`src/rtl/rcpu_pkg.sv`:
```
// rtl/rcpu_pkg.sv - shared constants and requester ids for the j1 RAM subsystem
package rcpu_pkg;

    localparam int WORD_W    = 16;
    localparam int RAM_DEPTH = 4096;

    typedef enum logic {
        REQ_CPU = 1'b0,
        REQ_DMA = 1'b1
    } req_id_e;

endpackage

```
`src/rtl/ram_arbiter_if.sv`:
```
// rtl/ram_arbiter_if.sv - CPU, DMA and RAM-side signal bundle for ram_arbiter
//
// slave  : the arbiter (takes requests and RAM read data, drives grants,
//          responses, RAM strobes/address/data and err)
// master : the surrounding system (CPU, DMA/loader and the RAM itself)
interface ram_arbiter_if;
    import rcpu_pkg::*;

    logic              c_req;
    logic              c_we;
    logic [WORD_W-1:0] c_addr;
    logic [WORD_W-1:0] c_wdata;
    logic              c_gnt;
    logic              c_rvalid;
    logic [WORD_W-1:0] c_rdata;

    logic              d_req;
    logic              d_we;
    logic [WORD_W-1:0] d_addr;
    logic [WORD_W-1:0] d_wdata;
    logic              d_gnt;
    logic              d_rvalid;
    logic [WORD_W-1:0] d_rdata;

    logic              mem_read_enable;
    logic              mem_write_enable;
    logic [WORD_W-1:0] mem_read_address;
    logic [WORD_W-1:0] mem_write_address;
    logic [WORD_W-1:0] mem_write_data;
    logic [WORD_W-1:0] mem_read_data;

    logic              err;

    modport slave (
        input  c_req, c_we, c_addr, c_wdata,
        output c_gnt, c_rvalid, c_rdata,
        input  d_req, d_we, d_addr, d_wdata,
        output d_gnt, d_rvalid, d_rdata,
        output mem_read_enable, mem_write_enable,
        output mem_read_address, mem_write_address, mem_write_data,
        input  mem_read_data,
        output err
    );

    modport master (
        output c_req, c_we, c_addr, c_wdata,
        input  c_gnt, c_rvalid, c_rdata,
        output d_req, d_we, d_addr, d_wdata,
        input  d_gnt, d_rvalid, d_rdata,
        input  mem_read_enable, mem_write_enable,
        input  mem_read_address, mem_write_address, mem_write_data,
        output mem_read_data,
        input  err
    );

endinterface

```
`src/rtl/arb_priority.sv`:
```
// rtl/arb_priority.sv - CPU-priority grant decision with DMA starvation counter
//
// clk, resetq : clock, synchronous active-low reset
// i_c_req     : CPU request
// i_d_req     : DMA request
// o_c_gnt     : CPU granted this cycle (combinational)
// o_d_gnt     : DMA granted this cycle (combinational)
module arb_priority #(
    parameter int STARVE_LIMIT = 4
) (
    input  logic clk,
    input  logic resetq,
    input  logic i_c_req,
    input  logic i_d_req,
    output logic o_c_gnt,
    output logic o_d_gnt
);

    localparam int              CNT_W = $clog2(STARVE_LIMIT + 1);
    localparam logic [CNT_W-1:0] LIMIT = CNT_W'(STARVE_LIMIT);

    logic [CNT_W-1:0] r_starve_cnt;
    logic             w_starved;

    assign w_starved = (r_starve_cnt == LIMIT);

    // A starved DMA request overrides CPU priority for exactly one grant.
    always_comb begin
        o_c_gnt = 1'b0;
        o_d_gnt = 1'b0;
        if (resetq) begin
            if (i_d_req && w_starved) begin
                o_d_gnt = 1'b1;
            end else if (i_c_req) begin
                o_c_gnt = 1'b1;
            end else if (i_d_req) begin
                o_d_gnt = 1'b1;
            end
        end
    end

    // Counts consecutive denied DMA cycles; any DMA grant or idle DMA restarts it.
    always_ff @(posedge clk) begin
        if (!resetq) begin
            r_starve_cnt <= '0;
        end else if (i_d_req && !o_d_gnt) begin
            if (!w_starved) begin
                r_starve_cnt <= r_starve_cnt + 1'b1;
            end
        end else begin
            r_starve_cnt <= '0;
        end
    end

endmodule

```
`src/rtl/ram_arbiter.sv`:
```
// rtl/ram_arbiter.sv - shares the j1 program/data RAM between CPU and DMA ports
//
// clk, resetq : clock, synchronous active-low reset
// bus         : slave side of ram_arbiter_if (CPU/DMA request and response
//               channels, RAM strobes/address/data, sticky err flag)
module ram_arbiter
    import rcpu_pkg::*;
#(
    parameter int STARVE_LIMIT = 4,
    parameter int ADDR_LIMIT   = RAM_DEPTH
) (
    input  logic           clk,
    input  logic           resetq,
    ram_arbiter_if.slave   bus
);

    localparam logic [WORD_W:0] ADDR_LIM = (WORD_W + 1)'(ADDR_LIMIT);

    logic              w_c_gnt;
    logic              w_d_gnt;
    logic              w_gnt;
    logic              w_we;
    logic              w_in_range;
    logic [WORD_W-1:0] w_addr;
    logic [WORD_W-1:0] w_wdata;
    req_id_e           w_sel;
    logic              w_c_rvalid;
    logic              w_d_rvalid;

    logic              r_rpend;
    req_id_e           r_rsel;
    logic              r_roob;
    logic              r_err;

    arb_priority #(
        .STARVE_LIMIT (STARVE_LIMIT)
    ) u_arb (
        .clk     (clk),
        .resetq  (resetq),
        .i_c_req (bus.c_req),
        .i_d_req (bus.d_req),
        .o_c_gnt (w_c_gnt),
        .o_d_gnt (w_d_gnt)
    );

    assign bus.c_gnt = w_c_gnt;
    assign bus.d_gnt = w_d_gnt;

    assign w_gnt      = w_c_gnt | w_d_gnt;
    assign w_sel      = w_d_gnt ? REQ_DMA : REQ_CPU;
    assign w_we       = w_d_gnt ? bus.d_we    : bus.c_we;
    assign w_addr     = w_d_gnt ? bus.d_addr  : bus.c_addr;
    assign w_wdata    = w_d_gnt ? bus.d_wdata : bus.c_wdata;
    assign w_in_range = ({1'b0, w_addr} < ADDR_LIM);

    // RAM ports are driven only by an in-range winner; otherwise everything idles at zero.
    always_comb begin
        bus.mem_read_enable   = 1'b0;
        bus.mem_write_enable  = 1'b0;
        bus.mem_read_address  = '0;
        bus.mem_write_address = '0;
        bus.mem_write_data    = '0;
        if (w_gnt && w_in_range) begin
            if (w_we) begin
                bus.mem_write_enable  = 1'b1;
                bus.mem_write_address = w_addr;
                bus.mem_write_data    = w_wdata;
            end else begin
                bus.mem_read_enable  = 1'b1;
                bus.mem_read_address = w_addr;
            end
        end
    end

    // Response tracking lines up with the RAM's one-cycle read latency.
    // Out-of-range reads still complete, but the data is forced to zero.
    always_ff @(posedge clk) begin
        if (!resetq) begin
            r_rpend <= 1'b0;
            r_rsel  <= REQ_CPU;
            r_roob  <= 1'b0;
            r_err   <= 1'b0;
        end else begin
            r_rpend <= w_gnt & ~w_we;
            r_rsel  <= w_sel;
            r_roob  <= ~w_in_range;
            if (w_gnt && !w_in_range) begin
                r_err <= 1'b1;
            end
        end
    end

    assign w_c_rvalid = r_rpend && (r_rsel == REQ_CPU);
    assign w_d_rvalid = r_rpend && (r_rsel == REQ_DMA);

    assign bus.c_rvalid = w_c_rvalid;
    assign bus.d_rvalid = w_d_rvalid;
    assign bus.c_rdata  = (w_c_rvalid && !r_roob) ? bus.mem_read_data : '0;
    assign bus.d_rdata  = (w_d_rvalid && !r_roob) ? bus.mem_read_data : '0;
    assign bus.err      = r_err;

endmodule
```
`src/flat_wrapper.sv`:
```
// flat-port wrapper written by rule: the top's interface ports become plain ports
module ram_arbiter_flat import rcpu_pkg::*;
#(
    parameter int STARVE_LIMIT = 4,
    parameter int ADDR_LIMIT   = RAM_DEPTH
)
  (clk, resetq, bus_c_req, bus_c_we, bus_c_addr, bus_c_wdata, bus_c_gnt, bus_c_rvalid, bus_c_rdata, bus_d_req, bus_d_we, bus_d_addr, bus_d_wdata, bus_d_gnt, bus_d_rvalid, bus_d_rdata, bus_mem_read_enable, bus_mem_write_enable, bus_mem_read_address, bus_mem_write_address, bus_mem_write_data, bus_mem_read_data, bus_err);
  ram_arbiter_if bus_i ();
  input  logic clk;
  input  logic resetq;
  input wire logic [$bits(bus_i.c_req)-1:0] bus_c_req;
  input wire logic [$bits(bus_i.c_we)-1:0] bus_c_we;
  input wire logic [$bits(bus_i.c_addr)-1:0] bus_c_addr;
  input wire logic [$bits(bus_i.c_wdata)-1:0] bus_c_wdata;
  output wire logic [$bits(bus_i.c_gnt)-1:0] bus_c_gnt;
  output wire logic [$bits(bus_i.c_rvalid)-1:0] bus_c_rvalid;
  output wire logic [$bits(bus_i.c_rdata)-1:0] bus_c_rdata;
  input wire logic [$bits(bus_i.d_req)-1:0] bus_d_req;
  input wire logic [$bits(bus_i.d_we)-1:0] bus_d_we;
  input wire logic [$bits(bus_i.d_addr)-1:0] bus_d_addr;
  input wire logic [$bits(bus_i.d_wdata)-1:0] bus_d_wdata;
  output wire logic [$bits(bus_i.d_gnt)-1:0] bus_d_gnt;
  output wire logic [$bits(bus_i.d_rvalid)-1:0] bus_d_rvalid;
  output wire logic [$bits(bus_i.d_rdata)-1:0] bus_d_rdata;
  output wire logic [$bits(bus_i.mem_read_enable)-1:0] bus_mem_read_enable;
  output wire logic [$bits(bus_i.mem_write_enable)-1:0] bus_mem_write_enable;
  output wire logic [$bits(bus_i.mem_read_address)-1:0] bus_mem_read_address;
  output wire logic [$bits(bus_i.mem_write_address)-1:0] bus_mem_write_address;
  output wire logic [$bits(bus_i.mem_write_data)-1:0] bus_mem_write_data;
  input wire logic [$bits(bus_i.mem_read_data)-1:0] bus_mem_read_data;
  output wire logic [$bits(bus_i.err)-1:0] bus_err;
  assign bus_i.c_req = bus_c_req;
  assign bus_i.c_we = bus_c_we;
  assign bus_i.c_addr = bus_c_addr;
  assign bus_i.c_wdata = bus_c_wdata;
  assign bus_c_gnt = bus_i.c_gnt;
  assign bus_c_rvalid = bus_i.c_rvalid;
  assign bus_c_rdata = bus_i.c_rdata;
  assign bus_i.d_req = bus_d_req;
  assign bus_i.d_we = bus_d_we;
  assign bus_i.d_addr = bus_d_addr;
  assign bus_i.d_wdata = bus_d_wdata;
  assign bus_d_gnt = bus_i.d_gnt;
  assign bus_d_rvalid = bus_i.d_rvalid;
  assign bus_d_rdata = bus_i.d_rdata;
  assign bus_mem_read_enable = bus_i.mem_read_enable;
  assign bus_mem_write_enable = bus_i.mem_write_enable;
  assign bus_mem_read_address = bus_i.mem_read_address;
  assign bus_mem_write_address = bus_i.mem_write_address;
  assign bus_mem_write_data = bus_i.mem_write_data;
  assign bus_i.mem_read_data = bus_mem_read_data;
  assign bus_err = bus_i.err;
  ram_arbiter #(.STARVE_LIMIT(STARVE_LIMIT), .ADDR_LIMIT(ADDR_LIMIT)) u_core (.clk(clk), .resetq(resetq), .bus(bus_i));
endmodule
```
`config.mk`:
```
export PLATFORM = sky130hd
export DESIGN_NAME = ram_arbiter_flat
export DESIGN_NICKNAME = d
export VERILOG_FILES = /design/src/rtl/rcpu_pkg.sv /design/src/rtl/ram_arbiter_if.sv /design/src/rtl/arb_priority.sv /design/src/rtl/ram_arbiter.sv /design/src/flat_wrapper.sv
export SDC_FILE = /design/constraint.sdc
export NUM_CORES = 1
export LEC_CHECK = 0
export BUFFER_PORTS_ARGS = -buffer_cell sky130_fd_sc_hd__buf_2
export CAP_MARGIN = 25
export CORE_ASPECT_RATIO = 0.8
export CORE_MARGIN = 2
export CORE_UTILIZATION = 37
export CTS_BUF_LIST = sky130_fd_sc_hd__clkbuf_4
export CTS_CLUSTER_SIZE = 24
export DETAILED_ROUTE_END_ITERATION = 16
export GPL_TIMING_DRIVEN = 0
export PLACE_DENSITY = 0.9
export RECOVER_POWER = 100
export REMOVE_ABC_BUFFERS = 1
export SETUP_SLACK_MARGIN = 0.2
export SYNTH_ARGS = -nofsm -noshare
export SYNTH_HDL_FRONTEND = slang
export SYNTH_SLANG_ARGS = --single-unit
export TNS_END_PERCENT = 5
```
`constraint.sdc`:
```
create_clock -name clk -period 5.4 [get_ports clk]
set_clock_uncertainty 0.1 [all_clocks]
set_input_delay 0.54 -clock clk [delete_from_list [all_inputs] [get_ports clk]]
set_output_delay 0.54 -clock clk [all_outputs]
set_load 0.005 [all_outputs]
```
==> run metrics, run 1 <==
port buffer count=164; via count=2317; Placer Congestion=0.816; sequential share of power=0.282; number of diodes=0; Critical Path AT=3.36 ns; clock latency on the worst-skew pair=0.25 ns; layout cell share with drive strength beyond 1=0.354; synth top area cells=and2_1 (15%), nand2_1 (11%), o22ai_1 (11%), dfxtp_1 (9.9%), o2111ai_1 (9.9%); antenna violations before repair=0; Synth top area share=0.150; reg2reg setup slack=2.23 ns; root buf cell=clkbuf_4; Worst Setup End Kind=primary output; hold slack=0.366 ns; Core Box Area=3730 µm²; Synth cell types=34; relative slew slack=-0.335; cells on worst reg2reg path=6; sequential share of the synthesized area=0.0987; reg2reg start=u_core.u_arb.r_starve_cnt[0]; fmax=250 MHz; synthesized instance count=226; # setup viols final=0; total global-route track usage=0.237; Die Width=73.3 µm; kind of critical path=reg2out; RSZ-0062 raised after global routing=false; cts bufs inserted=3; Site Rows=20; DRC viols=0; 1st-pass router iterations=6; Synth area leader=and2_1; Final nets=465; number of H-tree levels=1; placed cell areas=2220 µm²; Die Ht=59.4 µm; final hold violation count=0; vias in the first global route=1800; die area=4350 µm²; crit path launch type=register; routed wire length=5830 µm; max-slew violation count=19; failing checks=capacitance limit, slew limit; Reg clk slew, reported paths=0.05 ns; antenna-violating nets left=0; post-DP HPWL=4560 µm; CP startpoint=u_core.u_arb.r_starve_cnt[0]; largest net degree at the start of global routing=38; fin crit share=0.741; setup TNS=0 ns; CP max FO=19; crit path to=bus_mem_read_address[5]; Via density=5.52; FF-to-FF End=u_core.bus.err; Congestion Overflow GR=0; WP data required=4.76 ns; initial core utilization=0.381; Post-synth EDFFs=0; initial DRC count=217; Sw Share=0.357; max-cap viol count=1; Logic pwr share=0.445; area grow syn2layout=56.0%; I/O pins=173; Int Pwr=0.128 mW; Hold WC Path Type=reg2reg; status=finished, violations left; slew of the pin with the lowest slew margin=1.98 ns; P_sw=0.0709 mW; Yosys warnings=0; first-pass GRT wire length=8220 µm; Mapped Area=1420 µm²; IR drop worst, VDD=0.0000571 V; FFs w/ async S/R, synth=0; Sink Count=7; CTS tree=built; PostCTS Resize Cnt=0; most instantiated cells after synthesis=nand2_1 (43), and2_1 (34), o22ai_1 (25), clkbuf_1 (19), a21oi_1 (17); PwrDens=89.7 nW/µm²; most common cell in the netlist=nand2_1; clock power share=0.273; leakage=0.996 nW; Tmin final=4.00 ns; cell depth of the worst hold path=1; clk buf depth=2; drt wl/cell=13.9 µm; setup bufs post-CTS=0; fin area=2220 µm²; synthesized flop and latch total=7; hold_buf cts=0; ys flop type=dfxtp_1; Avg Inst Size Synth=6.28 µm²
-- state kept, by name (all words and copies together) (netlist names) --
| register | count |
|---|---|
| u_core.r_rpend | 1 |
| u_core.bus.err | 1 |
| u_core.r_roob | 1 |
| u_core.r_rsel | 1 |
| u_core.u_arb.r_starve_cnt | 3 |
-- cell usage in the layout, fill, tap and decap left out, types with 2 or more instances in the layout --
cell type    n
buf_2      112
clkbuf_1    45
nand2_1     43
o22ai_1     25
and2_1      24
a21oi_1     17
or4_1       16
o2111ai_1   16
and2_0      10
clkbuf_2     9
conb_1       8
dfxtp_1      7
nor2_1       4
nand3_1      4
clkbuf_4     4
inv_1        3
nand4_1      3
buf_4        3
and3_1       2
ha_1         2
-- how the worst min path moves through the flow --
stage,endpoint,slack (ns),startpoint
floorplan,u_core.u_arb.r_starve_cnt[0],0.33,u_core.u_arb.r_starve_cnt[0]
finish,u_core.u_arb.r_starve_cnt[0],0.37,u_core.u_arb.r_starve_cnt[0]
CTS,u_core.u_arb.r_starve_cnt[0],0.36,u_core.u_arb.r_starve_cnt[0]
global placement,u_core.u_arb.r_starve_cnt[0],0.35,u_core.u_arb.r_starve_cnt[0]
global route,u_core.u_arb.r_starve_cnt[0],0.38,u_core.u_arb.r_starve_cnt[0]
detailed placement,u_core.u_arb.r_starve_cnt[0],0.36,u_core.u_arb.r_starve_cnt[0]
-- logic make-up after synthesis --
group | synth area share
DFF | 0.0987
and+or+nand+nor | 0.441
adders and majority gates | 0.0176
other | 0.00264
buffers and inverters | 0.130
AOI/OAI and AO/OA | 0.303
muxes | 0.00705
-- power by group through the flow --
| stage | Clock (mW) | Sequential, mW | Combinational, mW |
|---|---|---|---|
| 2_1_floorplan | 0 | 0.0567 | 0.0302 |
| 4_1_cts | 0.0553 | 0.0561 | 0.0863 |
| 3_3_place_gp | 0 | 0.0568 | 0.0797 |
| 5_1_grt | 0.0593 | 0.0563 | 0.0976 |
| 6_report | 0.0542 | 0.0561 | 0.0885 |
| 3_5_place_dp | 0 | 0.0573 | 0.0862 |
-- critical path, stage by stage, from the launching register on --
cell and delay [ns]:
dfxtp_1 0.35, inv_1 0.05, ha_1 0.24, a21boi_0 1.51, or3_1 0.58, o22ai_1 0.21, clkbuf_1 0.15
-- cell type report --
class | instances | area [µm²]
inverter | 3 | 11.3
timing repair buffer | 172 | 851
sequential | 7 | 140
tap | 44 | 55.1
fill | 383 | 1510
multi-input combinational | 190 | 1130
clock buffer | 4 | 30.0
-- metrics by stage --
stage / cells / total power, mW / utilization / setup WS (ns)
4_1_cts: 418 / 0.198 / 0.604 / 2.27
3_3_place_gp: 408 / 0.136 / 0.577 / -0.0510
2_1_floorplan: 200 / 0.0869 / - / 1.45
5_1_grt: 420 / 0.213 / 0.594 / 1.20
6_report: 420 / 0.199 / 0.594 / 1.40
3_5_place_dp: 414 / 0.143 / 0.596 / 2.26
-- per-layer routing --
layer / share of wire / global-route usage / vias to the layer above
li1: - / - / 1133
met1: 0.39 / 0.272 / 1041
met2: 0.52 / 0.467 / 137
met3: 0.085 / 0.0323 / 6
met4: 0.0062 / 0.0450 / 0
met5: 0 / 0 / -
Power figures use the tool's default switching activity.
==> run 2, diff against run 1 <==
--- a/config.mk
+++ b/config.mk
@@ -9,12 +9,12 @@
 export CAP_MARGIN = 25
 export CORE_ASPECT_RATIO = 0.8
 export CORE_MARGIN = 2
-export CORE_UTILIZATION = 37
+export CORE_UTILIZATION = 34
 export CTS_BUF_LIST = sky130_fd_sc_hd__clkbuf_4
 export CTS_CLUSTER_SIZE = 24
 export DETAILED_ROUTE_END_ITERATION = 16
 export GPL_TIMING_DRIVEN = 0
-export PLACE_DENSITY = 0.9
+export PLACE_DENSITY = 0.83
 export RECOVER_POWER = 100
 export REMOVE_ABC_BUFFERS = 1
 export SETUP_SLACK_MARGIN = 0.2
==> constraint.sdc (replaced) <==
create_clock -name clk -period 4.1 [get_ports clk]
set_clock_uncertainty 0.1 [all_clocks]
set_input_delay 0.41 -clock clk [delete_from_list [all_inputs] [get_ports clk]]
set_output_delay 0.41 -clock clk [all_outputs]
set_load 0.005 [all_outputs]
==> run 2 against run 1 <==
  * The run now ends clean
  * Final area fell by 0.73%
  * Register-to-register slack lost 0.74 ns
  * Sequential share of layout area is essentially flat
  * Clock power grew 32%
  * Critical path depth is 1 higher
  * Die area increased by 8.3%
  * Final cell count is 1.9% higher
  * Global-route usage fell by 2.0 points
  * Worst setup slack got worse by 0.44 ns
  * Critical path type unchanged
  * Largest cell class unchanged
==> run metrics, run 2 (synthesized netlist as in run 1, its figures left out) <==
worst stage delay on the critical path=0.63 ns; total global-route track usage=0.217; PostCTS Resize Cnt=0; CTS tree=built; cts bufs inserted=3; WP data required=3.59 ns; Die Width=76.3 µm; initial DRC count=114; Via density=5.35; kind of critical path=reg2out; routed wire length=5590 µm; port buffer count=164; dpl cells=424; relative slew slack=0.189; most common cell after layout, fill and taps aside=buf_2; Core Box Area=3900 µm²; slew of the pin with the lowest slew margin=1.21 ns; fmax=319 MHz; post-route insts no fill=428; hold slack=0.351 ns; most frequent cells in the layout=buf_2 (110), nand2_1 (43), clkbuf_1 (38); IR drop worst, VDD=0.0000805 V; layout cell share with drive strength beyond 1=0.373; clk buf depth=2; Layout Utilization=0.563; number of H-tree levels=1; setup TNS=0 ns; PwrDens=116 nW/µm²; root buf cell=clkbuf_4; die area=4710 µm²; FF-to-FF End=u_core.bus.err; Logic pwr share=0.432; slowest CP cell=clkbuf_1; max-cap viol count=0; Final nets=462; cell depth of the worst hold path=3; initial core utilization=0.364; DRC viols=0; 1st-pass router iterations=4; largest net degree at the start of global routing=38; Die Ht=61.8 µm; fin crit share=0.765; first-pass GRT wire length=8450 µm; sequential share of power=0.288; via count=2290; max-slew violation count=0; leakage=0.980 nW; clock latency on the worst-skew pair=0.25 ns; Hold Crit Start=bus_c_req; clock power share=0.280; setup bufs post-CTS=0; placed cell areas=2230 µm²; crit path launch type=register; hold_buf cts=0; vias in the first global route=1836; CP max FO=20; post-DP HPWL=4420 µm; drt wl/cell=13.1 µm; P_sw=0.0907 mW; Site Rows=20; final hold violation count=0; number of diodes=0; max FFs per register=3; Worst Setup End Kind=primary output; fin area=2200 µm²; RSZ-0062 raised after global routing=false; reg2reg setup slack=1.49 ns; Placer Congestion=0.758; Int Pwr=0.165 mW; cells on worst reg2reg path=6; Largest Register=u_core.u_arb.r_starve_cnt; antenna-violating nets left=0; I/O pins=173; reg2reg start=u_core.u_arb.r_starve_cnt[0]; Congestion Overflow GR=0; Critical Path AT=2.63 ns; area grow syn2layout=54.9%; CP Cell Sequence=inv_1 > ha_1 > a21boi_2 > clkbuf_1 > o2111ai_1 > a21oi_1 > clkbuf_2; status=completed; Hold WC Path Type=in2reg; Hold Path Sink=u_core.u_arb.r_starve_cnt[2]; antenna violations before repair=0; Reg clk slew, reported paths=0.06 ns; Sw Share=0.355; Tmin final=3.14 ns; # setup viols final=0; Sink Count=7
run 2: worst max-delay path by stage:
stage                                       from  cells past startpoint  slack (ns)                 endpoint
finish              u_core.u_arb.r_starve_cnt[0]                      7        0.96    bus_mem_write_data[5]
global route        u_core.u_arb.r_starve_cnt[0]                      7        0.70    bus_mem_write_data[6]
CTS                                       resetq                      5        1.24  bus_mem_read_address[4]
detailed placement                        resetq                      5        1.24  bus_mem_read_address[4]
global placement                  bus_c_addr[15]                      5       -0.97    bus_mem_write_data[6]
floorplan                         bus_c_addr[14]                      3        0.41    bus_mem_write_data[0]
run 2: layout make-up:
type	count	area (µm²)
clock buffer	4	30.0
tap	55	68.8
sequential	7	140
multi-input combinational	190	1140
inverter	3	11.3
fill	414	1700
timing repair buffer	169	811
run 2: per-layer routing:
metal  share of wire  GRT usage
met2            0.49      0.405
met3            0.11     0.0723
met4          0.0073     0.0442
met5               0          0
met1            0.39      0.252
run 2: power by group through the flow:
stage / logic (mW) / clock network [mW] / registers, mW
2_1_floorplan: 0.0397 / 0 / 0.0747
3_3_place_gp: 0.105 / 0 / 0.0751
3_5_place_dp: 0.112 / 0 / 0.0752
4_1_cts: 0.112 / 0.0718 / 0.0737
5_1_grt: 0.123 / 0.0805 / 0.0743
6_report: 0.110 / 0.0715 / 0.0736
run 2: per-stage QoR:
| stage | total power [mW] | worst slack (ns) |
|---|---|---|
| after floorplan | 0.114 | 0.414 |
| after global placement | 0.180 | -0.966 |
| after detailed placement | 0.187 | 1.24 |
| after CTS | 0.258 | 1.24 |
| after global routing | 0.278 | 0.697 |
| final | 0.255 | 0.962 |
run 2: critical path, delay by kind of cell, from the launching register on:
family | cells | cell delay (ns)
fa+ha+maj | 1 | 0.25
compound gates | 3 | 0.95
flops | 1 | 0.36
buf+inv | 3 | 0.81
